`config.mk`:
```
export PLATFORM = sky130hd
export DESIGN_NAME = gray_conv_arbiter_flat
export DESIGN_NICKNAME = d
export VERILOG_FILES = /design/src/rtl/gray_conv_arbiter_if.sv /design/src/rtl/gray_conv_arbiter.sv /design/src/flat_wrapper.sv
export SDC_FILE = /design/constraint.sdc
export NUM_CORES = 1
export LEC_CHECK = 0
export CORE_MARGIN = 4
export CORE_UTILIZATION = 42
export CTS_CLUSTER_DIAMETER = 60
export DETAILED_ROUTE_END_ITERATION = 8
export GPL_TIMING_DRIVEN = 0
export PLACE_DENSITY_LB_ADDON = 0.1
export SYNTH_ARGS = -nofsm -noshare
export SYNTH_HDL_FRONTEND = slang
export SYNTH_SLANG_ARGS = --single-unit
```
`constraint.sdc`:
```
create_clock -name clk -period 2.6 [get_ports clk]
set_input_delay 0.39 -clock clk [delete_from_list [all_inputs] [get_ports clk]]
set_output_delay 0.39 -clock clk [all_outputs]
set_load 0.02 [all_outputs]
```
`src/rtl/gray_conv_arbiter_if.sv`:
```
// Handshake bundle between four conversion requesters and the shared Gray-code converter.
// The master side is the requester/consumer environment; the slave side is the arbiter.
interface gray_conv_arbiter_if;
  logic [3:0]  req;
  logic [15:0] data_in;
  logic [3:0]  mode;
  logic [3:0]  gnt;
  logic        out_valid;
  logic        out_ready;
  logic [1:0]  out_id;
  logic [3:0]  out_data;

  modport master (
    output req, data_in, mode, out_ready,
    input  gnt, out_valid, out_id, out_data
  );

  modport slave (
    input  req, data_in, mode, out_ready,
    output gnt, out_valid, out_id, out_data
  );
endinterface

```
`src/rtl/gray_conv_arbiter.sv`:
```
// Round-robin arbiter sharing one 4-bit binary/Gray converter among four requesters.
// Define GRAY_CONV_G2B_EN to compile in the Gray-to-binary direction selected by mode.
module gray_conv_arbiter (
  input  logic                clk,
  input  logic                rst,
  gray_conv_arbiter_if.slave  bus
);

  typedef enum logic {
    IDLE,
    HOLD
  } state_t;

  state_t      state_q, state_d;
  logic [1:0]  ptr_q, ptr_d;
  logic [3:0]  gnt_q, gnt_d;
  logic        out_valid_q, out_valid_d;
  logic [1:0]  out_id_q, out_id_d;
  logic [3:0]  out_data_q, out_data_d;

  logic [1:0]  win;
  logic        win_found;
  logic [3:0]  nibble;
  logic [3:0]  conv_result;

  function automatic logic [3:0] bin_to_gray(input logic [3:0] b);
    return b ^ {1'b0, b[3:1]};
  endfunction

`ifdef GRAY_CONV_G2B_EN
  function automatic logic [3:0] gray_to_bin(input logic [3:0] g);
    logic [3:0] b;
    b[3] = g[3];
    b[2] = b[3] ^ g[2];
    b[1] = b[2] ^ g[1];
    b[0] = b[1] ^ g[0];
    return b;
  endfunction
`endif

  // First set request at or above the pointer, wrapping modulo 4.
  always_comb begin
    logic [1:0] idx;
    win       = '0;
    win_found = 1'b0;
    idx       = '0;
    for (int k = 0; k < 4; k++) begin
      idx = ptr_q + 2'(k);
      if (!win_found && bus.req[idx]) begin
        win       = idx;
        win_found = 1'b1;
      end
    end
  end

  assign nibble = bus.data_in[{win, 2'b00} +: 4];

`ifdef GRAY_CONV_G2B_EN
  assign conv_result = bus.mode[win] ? gray_to_bin(nibble) : bin_to_gray(nibble);
`else
  logic unused_mode;
  assign unused_mode = ^bus.mode;
  assign conv_result = bin_to_gray(nibble);
`endif

  always_comb begin
    state_d     = state_q;
    ptr_d       = ptr_q;
    gnt_d       = '0;
    out_valid_d = out_valid_q;
    out_id_d    = out_id_q;
    out_data_d  = out_data_q;

    case (state_q)
      IDLE: begin
        if (win_found) begin
          gnt_d       = 4'b0001 << win;
          out_id_d    = win;
          out_data_d  = conv_result;
          out_valid_d = 1'b1;
          ptr_d       = win + 2'd1;
          state_d     = HOLD;
        end
      end
      HOLD: begin
        // Result is frozen until accepted; no grant on the accepting edge.
        if (bus.out_ready) begin
          out_valid_d = 1'b0;
          state_d     = IDLE;
        end
      end
      default: begin
        state_d     = IDLE;
        out_valid_d = 1'b0;
      end
    endcase
  end

  always_ff @(posedge clk) begin
    if (rst) begin
      state_q     <= IDLE;
      ptr_q       <= '0;
      gnt_q       <= '0;
      out_valid_q <= 1'b0;
      out_id_q    <= '0;
      out_data_q  <= '0;
    end else begin
      state_q     <= state_d;
      ptr_q       <= ptr_d;
      gnt_q       <= gnt_d;
      out_valid_q <= out_valid_d;
      out_id_q    <= out_id_d;
      out_data_q  <= out_data_d;
    end
  end

  assign bus.gnt       = gnt_q;
  assign bus.out_valid = out_valid_q;
  assign bus.out_id    = out_id_q;
  assign bus.out_data  = out_data_q;

endmodule
```
`src/flat_wrapper.sv`:
```
// flat-port wrapper written by rule: the top's interface ports become plain ports
module gray_conv_arbiter_flat 
  (clk, rst, bus_req, bus_data_in, bus_mode, bus_out_ready, bus_gnt, bus_out_valid, bus_out_id, bus_out_data);
  gray_conv_arbiter_if bus_i ();
  input  logic clk;
  input  logic rst;
  input wire logic [$bits(bus_i.req)-1:0] bus_req;
  input wire logic [$bits(bus_i.data_in)-1:0] bus_data_in;
  input wire logic [$bits(bus_i.mode)-1:0] bus_mode;
  input wire logic [$bits(bus_i.out_ready)-1:0] bus_out_ready;
  output wire logic [$bits(bus_i.gnt)-1:0] bus_gnt;
  output wire logic [$bits(bus_i.out_valid)-1:0] bus_out_valid;
  output wire logic [$bits(bus_i.out_id)-1:0] bus_out_id;
  output wire logic [$bits(bus_i.out_data)-1:0] bus_out_data;
  assign bus_i.req = bus_req;
  assign bus_i.data_in = bus_data_in;
  assign bus_i.mode = bus_mode;
  assign bus_i.out_ready = bus_out_ready;
  assign bus_gnt = bus_i.gnt;
  assign bus_out_valid = bus_i.out_valid;
  assign bus_out_id = bus_i.out_id;
  assign bus_out_data = bus_i.out_data;
  gray_conv_arbiter u_core (.clk(clk), .rst(rst), .bus(bus_i));
endmodule
```
==> impl_results.html, run 1 <==
<table>
<tr><th>Metric</th><th>Value</th></tr>
<tr><th colspan="2">Status</th></tr>
<tr><td>Outcome</td><td>finished, final reports clean</td></tr>
<tr><th colspan="2">Synth</th></tr>
<tr><td>Syn Nets</td><td>119</td></tr>
<tr><td>Main combinational cell family by area after synthesis</td><td>compound AO/OA/AOI/OAI gates</td></tr>
<tr><td>Area fraction in compound gates after synthesis</td><td>0.2073</td></tr>
<tr><td>Number of synthesized flops with an enable pin</td><td>0</td></tr>
<tr><td>Post-synth ARST share</td><td>0</td></tr>
<tr><td>Yosys cell types</td><td>28</td></tr>
<tr><td>Synthesized area divided by synthesized cell count</td><td>8.595 um2</td></tr>
<tr><td>Count of synthesis-stage warnings from yosys</td><td>0</td></tr>
<tr><td>Share of the synthesized netlist area taken by xor and xnor gates</td><td>0.1440</td></tr>
<tr><td>Mux cell area share after synthesis</td><td>0.03797</td></tr>
<tr><td>Commonest register cell after synthesis</td><td>sky130_fd_sc_hd__dfxtp_1</td></tr>
<tr><td>Cells after Synth</td><td>92</td></tr>
<tr><td>Top cell type's share of synthesized area</td><td>0.3544</td></tr>
<tr><td>Leading post-synthesis cells by cell area</td><td>sky130_fd_sc_hd__dfxtp_1, sky130_fd_sc_hd__xnor2_1, sky130_fd_sc_hd__xor2_1</td></tr>
<tr><td>Combined area of all synthesized cells</td><td>790.8 um2</td></tr>
<tr><td>Synthesized flop and latch total</td><td>14</td></tr>
<tr><td>Cell type with the largest total area after synthesis</td><td>sky130_fd_sc_hd__dfxtp_1</td></tr>
<tr><td>Post-synthesis share of cell area spent on and, or, nand and nor gates</td><td>0.1915</td></tr>
<tr><td>Share of synthesized area occupied by flip-flops and latches</td><td>0.3544</td></tr>
<tr><td>Adder and majority cell fraction of the synthesized area</td><td>0</td></tr>
<tr><th colspan="2">Floorplanning</th></tr>
<tr><td>Core area</td><td>0.001764 mm2</td></tr>
<tr><td>Die width</td><td>51.39 um</td></tr>
<tr><td>Io pins</td><td>38</td></tr>
<tr><td>Effective utilization at floorplan</td><td>0.4482</td></tr>
<tr><td>Area enclosed by the die boundary</td><td>0.002641 mm2</td></tr>
<tr><td>Chip Height</td><td>51.39 um</td></tr>
<tr><td>Number of core rows</td><td>15</td></tr>
<tr><th colspan="2">Route</th></tr>
<tr><td>Routed WL per cell</td><td>11.78 um</td></tr>
<tr><td>Routed via count</td><td>786</td></tr>
<tr><td>Iter 0 DRT Violations</td><td>12</td></tr>
<tr><td>Detailed-router iteration count before antenna repair</td><td>4</td></tr>
<tr><td>Remaining antenna violation count</td><td>0</td></tr>
<tr><td>Number of vias per cell</td><td>5.137</td></tr>
<tr><td>Detailed-route wire length</td><td>1803 um</td></tr>
<tr><td>Number of remaining DRC errors</td><td>0</td></tr>
<tr><th colspan="2">STA</th></tr>
<tr><td>Number of setup violations in the final report</td><td>0</td></tr>
<tr><td>Worst-Margin Slew</td><td>0.4897 ns</td></tr>
<tr><td>Tcrit/Tclk final</td><td>0.7552</td></tr>
<tr><td>Worst hold-check slack</td><td>0.4568 ns</td></tr>
<tr><td>Skew final</td><td>0.004495 ns</td></tr>
<tr><td>Worst slew margin relative to its limit</td><td>0.6705</td></tr>
<tr><td>Achievable frequency</td><td>0.5093 GHz</td></tr>
<tr><td>Time the final worst path needs with I/O delays and setup</td><td>1.963 ns</td></tr>
<tr><td>RSZ-0062 raised after global routing</td><td>no</td></tr>
<tr><td>Setup slack after layout</td><td>0.6365 ns</td></tr>
<tr><td>Accumulated negative setup slack</td><td>0 ns</td></tr>
<tr><td>Final Hold Violating Endpoints</td><td>0</td></tr>
<tr><td>Pins over their slew limit</td><td>0</td></tr>
<tr><th colspan="2">CTS</th></tr>
<tr><td>Clock net sink count</td><td>14</td></tr>
<tr><td>H-tree Lvls</td><td>1</td></tr>
<tr><td>Count of instances resized after the clock tree is built</td><td>0</td></tr>
<tr><td>Clk pin slew, worst setup/hold paths</td><td>0.08 ns</td></tr>
<tr><td>Post-CTS Repair Setup Buffers</td><td>0</td></tr>
<tr><td>Worst-skew pair later-pin latency</td><td>0.27 ns</td></tr>
<tr><td>Clock Path Buffers</td><td>2</td></tr>
<tr><td>Count of hold buffers inserted by post-cts repair</td><td>0</td></tr>
<tr><td>TritonCTS Buffers</td><td>3</td></tr>
<tr><td>CTS tree</td><td>done</td></tr>
<tr><td>Clock tree root buffer cell</td><td>sky130_fd_sc_hd__clkbuf_4</td></tr>
<tr><th colspan="2">Finish</th></tr>
<tr><td>Fraction of layout instances using a drive strength above 1</td><td>0.08594</td></tr>
<tr><td>Layout area overhead</td><td>48.58%</td></tr>
<tr><td>Number of inserted filler cells in the final layout</td><td>176</td></tr>
<tr><td>Summed area of non-filler cells in the final layout</td><td>0.001175 mm2</td></tr>
<tr><td>Number of antenna repair diodes</td><td>0</td></tr>
<tr><td>Final net count</td><td>157</td></tr>
<tr><th colspan="2">Placement</th></tr>
<tr><td>Routability congestion estimate from global placement</td><td>0.8010</td></tr>
<tr><td>Post-Place Setup Slack</td><td>0.3754 ns</td></tr>
<tr><td>HPWL after DPL</td><td>1522 um</td></tr>
<tr><td>Placed cell area</td><td>0.001152 mm2</td></tr>
<tr><td>Quantity of I/O buffers inserted on ports</td><td>33</td></tr>
<tr><th colspan="2">Critical path</th></tr>
<tr><td>Type of destination of the critical path</td><td>register</td></tr>
<tr><td>Max incr delay on CP</td><td>0.50 ns</td></tr>
<tr><td>Critical path required time</td><td>2.75 ns</td></tr>
<tr><td>Slowest cell on the critical path</td><td>sky130_fd_sc_hd__nor4_1</td></tr>
<tr><td>Worst endpoint data arrival time</td><td>2.11 ns</td></tr>
<tr><td>Kind of critical path</td><td>in2reg</td></tr>
<tr><td>Highest net fanout along the worst path</td><td>10</td></tr>
<tr><td>Cell-by-cell trace of the critical path</td><td>clkdlybuf4s50_1, nor4_1, or2_2, buf_2, nor2_2, nand2b_2, o221ai_1</td></tr>
<tr><td>Element type at the critical path start</td><td>primary input</td></tr>
<tr><th colspan="2">Global route</th></tr>
<tr><td>First-pass GRT wire length</td><td>3222 um</td></tr>
<tr><td>Congestion Overflow GR</td><td>0</td></tr>
<tr><td>Maximum number of pins on one net before global-route repair</td><td>11</td></tr>
<tr><td>Global-route total usage across every layer</td><td>0.1619</td></tr>
<tr><td>Antenna violations before repair</td><td>0</td></tr>
<tr><td>Vias in the first global route</td><td>759</td></tr>
<tr><th colspan="2">Job</th></tr>
<tr><td>Max-capacitance violation count</td><td>0</td></tr>
<tr><th colspan="2">Pwr</th></tr>
<tr><td>Total Power Consumption</td><td>591.9 uW</td></tr>
<tr><td>Static Leakage</td><td>0.4368 nW</td></tr>
<tr><td>Worst ir drop on vdd</td><td>0.2715 mV</td></tr>
<tr><td>Pwr Density</td><td>503.8 mW/mm2</td></tr>
<tr><th colspan="2">Worst hold path</th></tr>
<tr><td>HP Class</td><td>reg2reg</td></tr>
</table>
-- kinds of logic after synthesis --
group	count (synthesis)
buffers and inverters	8
AOI/OAI and AO/OA	24
muxes	3
DFF	14
and+or+nand+nor	30
xor gates and xnor gates	13
-- cells in the mapped netlist (2+ instances only) --
cell / instances
sky130_fd_sc_hd__a211oi_1: 3
sky130_fd_sc_hd__a21oi_1: 8
sky130_fd_sc_hd__buf_2: 2
sky130_fd_sc_hd__dfxtp_1: 14
sky130_fd_sc_hd__inv_1: 3
sky130_fd_sc_hd__mux2i_1: 3
sky130_fd_sc_hd__nand2_1: 9
sky130_fd_sc_hd__nand3b_1: 4
sky130_fd_sc_hd__nor2_1: 10
sky130_fd_sc_hd__o2111ai_1: 3
sky130_fd_sc_hd__o211ai_1: 3
sky130_fd_sc_hd__o21ai_0: 3
sky130_fd_sc_hd__xnor2_1: 7
sky130_fd_sc_hd__xor2_1: 6
-- flip-flops by register name, indices dropped and copies added (netlist names) --
name                  count
u_core.ptr_q              2
u_core.bus.out_data       4
u_core.bus.out_id         2
u_core.bus.out_valid      1
u_core.bus.gnt            4
u_core.state_q            1
-- cell usage in the layout, fill, tap and decap left out, types with 2 or more instances in the layout --
cell type	count
sky130_fd_sc_hd__buf_2	2
sky130_fd_sc_hd__clkbuf_4	3
sky130_fd_sc_hd__dfxtp_1	14
sky130_fd_sc_hd__o211ai_1	3
sky130_fd_sc_hd__nand3b_1	4
sky130_fd_sc_hd__nand2_1	9
sky130_fd_sc_hd__a211oi_1	3
sky130_fd_sc_hd__xnor2_1	7
sky130_fd_sc_hd__clkdlybuf4s50_1	33
sky130_fd_sc_hd__mux2i_1	3
sky130_fd_sc_hd__o2111ai_1	3
sky130_fd_sc_hd__inv_1	3
sky130_fd_sc_hd__nor2_1	10
sky130_fd_sc_hd__a21oi_1	8
sky130_fd_sc_hd__xor2_1	6
sky130_fd_sc_hd__o21ai_0	3
-- path summary, 6_finish.rpt --
check	startpoint	to	slack, ns	cells past startpoint
setup / recovery	bus_req[2]	u_core.bus.out_data[3]	0.64	7
hold / removal	u_core.bus.out_valid	u_core.bus.out_valid	0.46	2
setup reg to reg	u_core.ptr_q[1]	u_core.bus.out_data[1]	0.97	6
hold reg to reg	u_core.bus.out_valid	u_core.bus.out_valid	0.46	2
-- metrics by stage --
stage / util / instances
CTS: 0.6660 / 153
floorplan: - / 92
finish: 0.6660 / 153
global route: 0.6660 / 153
detailed placement: 0.6532 / 150
global placement: 0.6532 / 150
-- where the power goes --
group	switching, mW	leakage, nW	internal (mW)
combinational	0.105	0.307	0.119
sequential	0.0145	0.116	0.238
clock	0.0609	0.0138	0.0535
-- layer usage --
metal	share of wire	track usage	wire length [um]
met1	0.44	0.1954	798
met2	0.46	0.2754	837
met3	0.071	0.02624	128
met4	0.021	0.07860	38
met5	0	0	0
-- area by class of cell --
class	instances	area (um2)	area share
clock buffers	3	22.52	0.01917
multi-input cells	70	459.2	0.3908
plain buffers	5	40.04	0.03408
flip-flops and latches	14	280.3	0.2386
repair buffers	33	330.3	0.2811
well taps	25	31.28	0.02662
inverters	3	11.26	0.009585
-- worst max-delay path: cells and delay by family --
| kind | cells | cell delay (ns) |
|---|---|---|
| buffers and inverters | 2 | 0.67 |
| AO/OA/AOI/OAI | 1 | 0.13 |
| AND/OR/NAND/NOR | 4 | 0.93 |
Power figures use the tool's default switching activity.
==> run 2: changes to the inputs <==
--- a/config.mk
+++ b/config.mk
@@ -6,7 +6,7 @@
 export NUM_CORES = 1
 export LEC_CHECK = 0
 export CORE_MARGIN = 4
-export CORE_UTILIZATION = 42
+export CORE_UTILIZATION = 35
 export CTS_CLUSTER_DIAMETER = 60
 export DETAILED_ROUTE_END_ITERATION = 8
 export GPL_TIMING_DRIVEN = 0
==> constraint.sdc (replaced) <==
create_clock -name clk -period 1.6 [get_ports clk]
set_input_delay 0.24 -clock clk [delete_from_list [all_inputs] [get_ports clk]]
set_output_delay 0.24 -clock clk [all_outputs]
set_load 0.02 [all_outputs]
==> run 2 against run 1 <==
Net effect:
- die area rose by 17%
- clock skew up 0.0016 ns
- combinational power is 80% higher
- clock power increased by 130%
- non-clock buffer count is the same
==> impl_results.html, run 2 (same netlist as run 1, synthesis figures left out) <==
<table>
<tr><th>Metric</th><th>Value</th></tr>
<tr><th colspan="2">Global route</th></tr>
<tr><td>Global-route total usage across every layer</td><td>0.1279</td></tr>
<tr><td>Antenna violations before repair</td><td>0</td></tr>
<tr><td>First-pass GRT wire length</td><td>3091 um</td></tr>
<tr><td>Congestion Overflow GR</td><td>0</td></tr>
<tr><td>Maximum number of pins on one net before global-route repair</td><td>11</td></tr>
<tr><td>Vias in the first global route</td><td>706</td></tr>
<tr><th colspan="2">Pwr</th></tr>
<tr><td>Clock network fraction of total power</td><td>0.241</td></tr>
<tr><td>Pwr Density</td><td>848.5 mW/mm2</td></tr>
<tr><td>Total Power Consumption</td><td>1.075 mW</td></tr>
<tr><td>Switching power total</td><td>343.5 uW</td></tr>
<tr><td>Share of power burned in combinational logic</td><td>0.376</td></tr>
<tr><td>Design internal power</td><td>732.0 uW</td></tr>
<tr><td>Sw Share</td><td>0.3194</td></tr>
<tr><td>Static Leakage</td><td>0.4658 nW</td></tr>
<tr><td>Worst ir drop on vdd</td><td>0.3993 mV</td></tr>
<tr><td>Reg power frac</td><td>0.383</td></tr>
<tr><th colspan="2">Finish</th></tr>
<tr><td>Number of antenna repair diodes</td><td>0</td></tr>
<tr><td>Commonest non-fill, non-tap cells in the layout</td><td>sky130_fd_sc_hd__clkdlybuf4s50_1, sky130_fd_sc_hd__dfxtp_1, sky130_fd_sc_hd__nor2_1</td></tr>
<tr><td>Fraction of layout instances using a drive strength above 1</td><td>0.1395</td></tr>
<tr><td>Most common cell after layout, fill and taps aside</td><td>sky130_fd_sc_hd__clkdlybuf4s50_1</td></tr>
<tr><td>Area occupied by multi-input gates</td><td>534.3 um2</td></tr>
<tr><td>Cell Count, Final, Fillers Out</td><td>156</td></tr>
<tr><td>Final net count</td><td>157</td></tr>
<tr><td>Util after Layout</td><td>0.6147</td></tr>
<tr><td>Number of inserted filler cells in the final layout</td><td>206</td></tr>
<tr><td>Layout area overhead</td><td>60.29%</td></tr>
<tr><td>Area taken by flip-flops and latches</td><td>285.3 um2</td></tr>
<tr><th colspan="2">Worst hold path</th></tr>
<tr><td>HP Class</td><td>reg2reg</td></tr>
<tr><td>Startpoint of the worst hold path</td><td>u_core.bus.out_valid</td></tr>
<tr><td>Worst Hold Depth</td><td>2</td></tr>
<tr><td>Endpoint of the worst hold path</td><td>u_core.bus.out_valid</td></tr>
<tr><th colspan="2">Critical path</th></tr>
<tr><td>Cell-by-cell trace of the critical path</td><td>buf_4, a21boi_1, o221a_4, buf_12, nand2_1, o2111ai_4, o211ai_1</td></tr>
<tr><td>Element type at the critical path start</td><td>register</td></tr>
<tr><td>Type of destination of the critical path</td><td>register</td></tr>
<tr><td>Reg2Reg Capture Point</td><td>u_core.bus.out_data[0]</td></tr>
<tr><td>Count of cells along the worst register-to-register path</td><td>7</td></tr>
<tr><td>Kind of critical path</td><td>reg2reg</td></tr>
<tr><td>Worst endpoint data arrival time</td><td>1.75 ns</td></tr>
<tr><td>Max incr delay on CP</td><td>0.37 ns</td></tr>
<tr><td>Register-to-Register Setup Slack</td><td>0.02 ns</td></tr>
<tr><td>Slowest cell on the critical path</td><td>sky130_fd_sc_hd__dfxtp_4</td></tr>
<tr><td>Critical path required time</td><td>1.78 ns</td></tr>
<tr><td>Highest net fanout along the worst path</td><td>10</td></tr>
<tr><td>Reg2Reg Launch Point</td><td>u_core.ptr_q[1]</td></tr>
<tr><th colspan="2">STA</th></tr>
<tr><td>Final Hold Violating Endpoints</td><td>0</td></tr>
<tr><td>Worst-Margin Slew</td><td>0.4018 ns</td></tr>
<tr><td>Pins over their slew limit</td><td>0</td></tr>
<tr><td>Skew final</td><td>0.006072 ns</td></tr>
<tr><td>Accumulated negative setup slack</td><td>0 ns</td></tr>
<tr><td>RSZ-0062 raised after global routing</td><td>yes</td></tr>
<tr><td>Worst slew margin relative to its limit</td><td>0.7321</td></tr>
<tr><td>Number of setup violations in the final report</td><td>0</td></tr>
<tr><td>Time the final worst path needs with I/O delays and setup</td><td>1.579 ns</td></tr>
<tr><td>Tcrit/Tclk final</td><td>0.9866</td></tr>
<tr><td>Achievable frequency</td><td>0.6335 GHz</td></tr>
<tr><td>Setup slack after layout</td><td>0.02137 ns</td></tr>
<tr><th colspan="2">Route</th></tr>
<tr><td>Detailed-route wire length</td><td>1910 um</td></tr>
<tr><td>Detailed-router iteration count before antenna repair</td><td>4</td></tr>
<tr><td>Routed via count</td><td>776</td></tr>
<tr><td>Number of vias per cell</td><td>4.974</td></tr>
<tr><td>Number of remaining DRC errors</td><td>0</td></tr>
<tr><td>Iter 0 DRT Violations</td><td>13</td></tr>
<tr><td>Routed WL per cell</td><td>12.24 um</td></tr>
<tr><td>Remaining antenna violation count</td><td>0</td></tr>
<tr><th colspan="2">Placement</th></tr>
<tr><td>Quantity of I/O buffers inserted on ports</td><td>33</td></tr>
<tr><td>Routability congestion estimate from global placement</td><td>0.7292</td></tr>
<tr><td>DP Cell Count</td><td>152</td></tr>
<tr><td>Post-Place Setup Slack</td><td>-0.4453 ns</td></tr>
<tr><td>HPWL after DPL</td><td>1431 um</td></tr>
<tr><th colspan="2">CTS</th></tr>
<tr><td>TritonCTS Buffers</td><td>3</td></tr>
<tr><td>H-tree Lvls</td><td>1</td></tr>
<tr><td>Worst-skew pair later-pin latency</td><td>0.29 ns</td></tr>
<tr><td>CTS tree</td><td>done</td></tr>
<tr><td>Clk pin slew, worst setup/hold paths</td><td>0.09 ns</td></tr>
<tr><td>Clock net sink count</td><td>14</td></tr>
<tr><td>Clock Path Buffers</td><td>2</td></tr>
<tr><td>Clock tree root buffer cell</td><td>sky130_fd_sc_hd__clkbuf_4</td></tr>
<tr><th colspan="2">Floorplanning</th></tr>
<tr><td>Area enclosed by the die boundary</td><td>0.003084 mm2</td></tr>
<tr><td>Number of core rows</td><td>16</td></tr>
<tr><td>Core area</td><td>0.002062 mm2</td></tr>
<tr><td>Die width</td><td>55.53 um</td></tr>
<tr><td>Chip Height</td><td>55.53 um</td></tr>
<tr><td>Effective utilization at floorplan</td><td>0.3835</td></tr>
<tr><td>Io pins</td><td>38</td></tr>
<tr><th colspan="2">Job</th></tr>
<tr><td>Max-capacitance violation count</td><td>0</td></tr>
<tr><th colspan="2">Status</th></tr>
<tr><td>Outcome</td><td>finished, final reports clean</td></tr>
</table>
run 2: changes by cell type in the layout (fill, tap and decap cells not counted), sizes merged:
cell,before,now
clkbuf,4,5
dlygate4sd2,0,4
clkdlybuf4s50,33,29
run 2: what timing repair did:
action / CTS / global route
pin swaps: 1 / 2
resized for setup: 13 / 6
buffers inserted: 1 / 0
endpoints found under the setup margin: 10 / 4
hold buffers: 0 / 0
run 2: worst max path at each step:
stage	start	endpoint	slack [ns]	cells past startpoint
6_report	u_core.ptr_q[1]	u_core.bus.out_data[0]	0.02	7
5_1_grt	u_core.ptr_q[1]	u_core.bus.out_data[0]	-0.07	7
4_1_cts	u_core.ptr_q[1]	u_core.bus.out_data[0]	-0.001	6
3_5_place_dp	bus_req[1]	u_core.bus.out_data[3]	-0.45	7
3_3_place_gp	bus_req[2]	u_core.bus.out_data[3]	-0.44	7
2_1_floorplan	u_core.ptr_q[1]	u_core.bus.out_data[0]	0.09	6
run 2: cell type report:
cell class	instances	area share
timing repair buffer	34	0.2626
multi-input combinational	70	0.4215
inverter	3	0.008884
tap	27	0.02665
sequential	14	0.2251
buffer	4	0.02665
clock buffer	4	0.02863
run 2: through the flow:
stage	hold WS (ns)	area, um2
after floorplan	0.4420	790.8
after global placement	0.4448	1155
after detailed placement	0.4495	1155
after CTS	0.4610	1247
after global routing	0.4855	1267
final	0.4564	1267
run 2: routing by layer:
layer / part of all wire / up-vias / GRT usage / wire length (um)
met1: 0.45 / 341 / 0.1538 / 852
met2: 0.45 / 30 / 0.2027 / 858
met3: 0.072 / 5 / 0.02098 / 138
li1: - / 400 / - / -
met5: 0 / - / 0 / 0
met4: 0.032 / 0 / 0.09375 / 61
run 2: power by group through the flow:
stage	combinational (mW)	sequential [mW]	clock (mW)
global route	0.445	0.416	0.270
detailed placement	0.367	0.419	0
global placement	0.364	0.417	0
finish	0.405	0.412	0.259
floorplan	0.176	0.452	0
CTS	0.392	0.411	0.261
run 2: critical path, delay by kind of cell (launching register included):
family | cells | cell delay [ns]
flip-flops | 1 | 0.37
buffers and inverters | 2 | 0.30
AND/OR/NAND/NOR | 1 | 0.09
AO/OA/AOI/OAI | 4 | 0.72
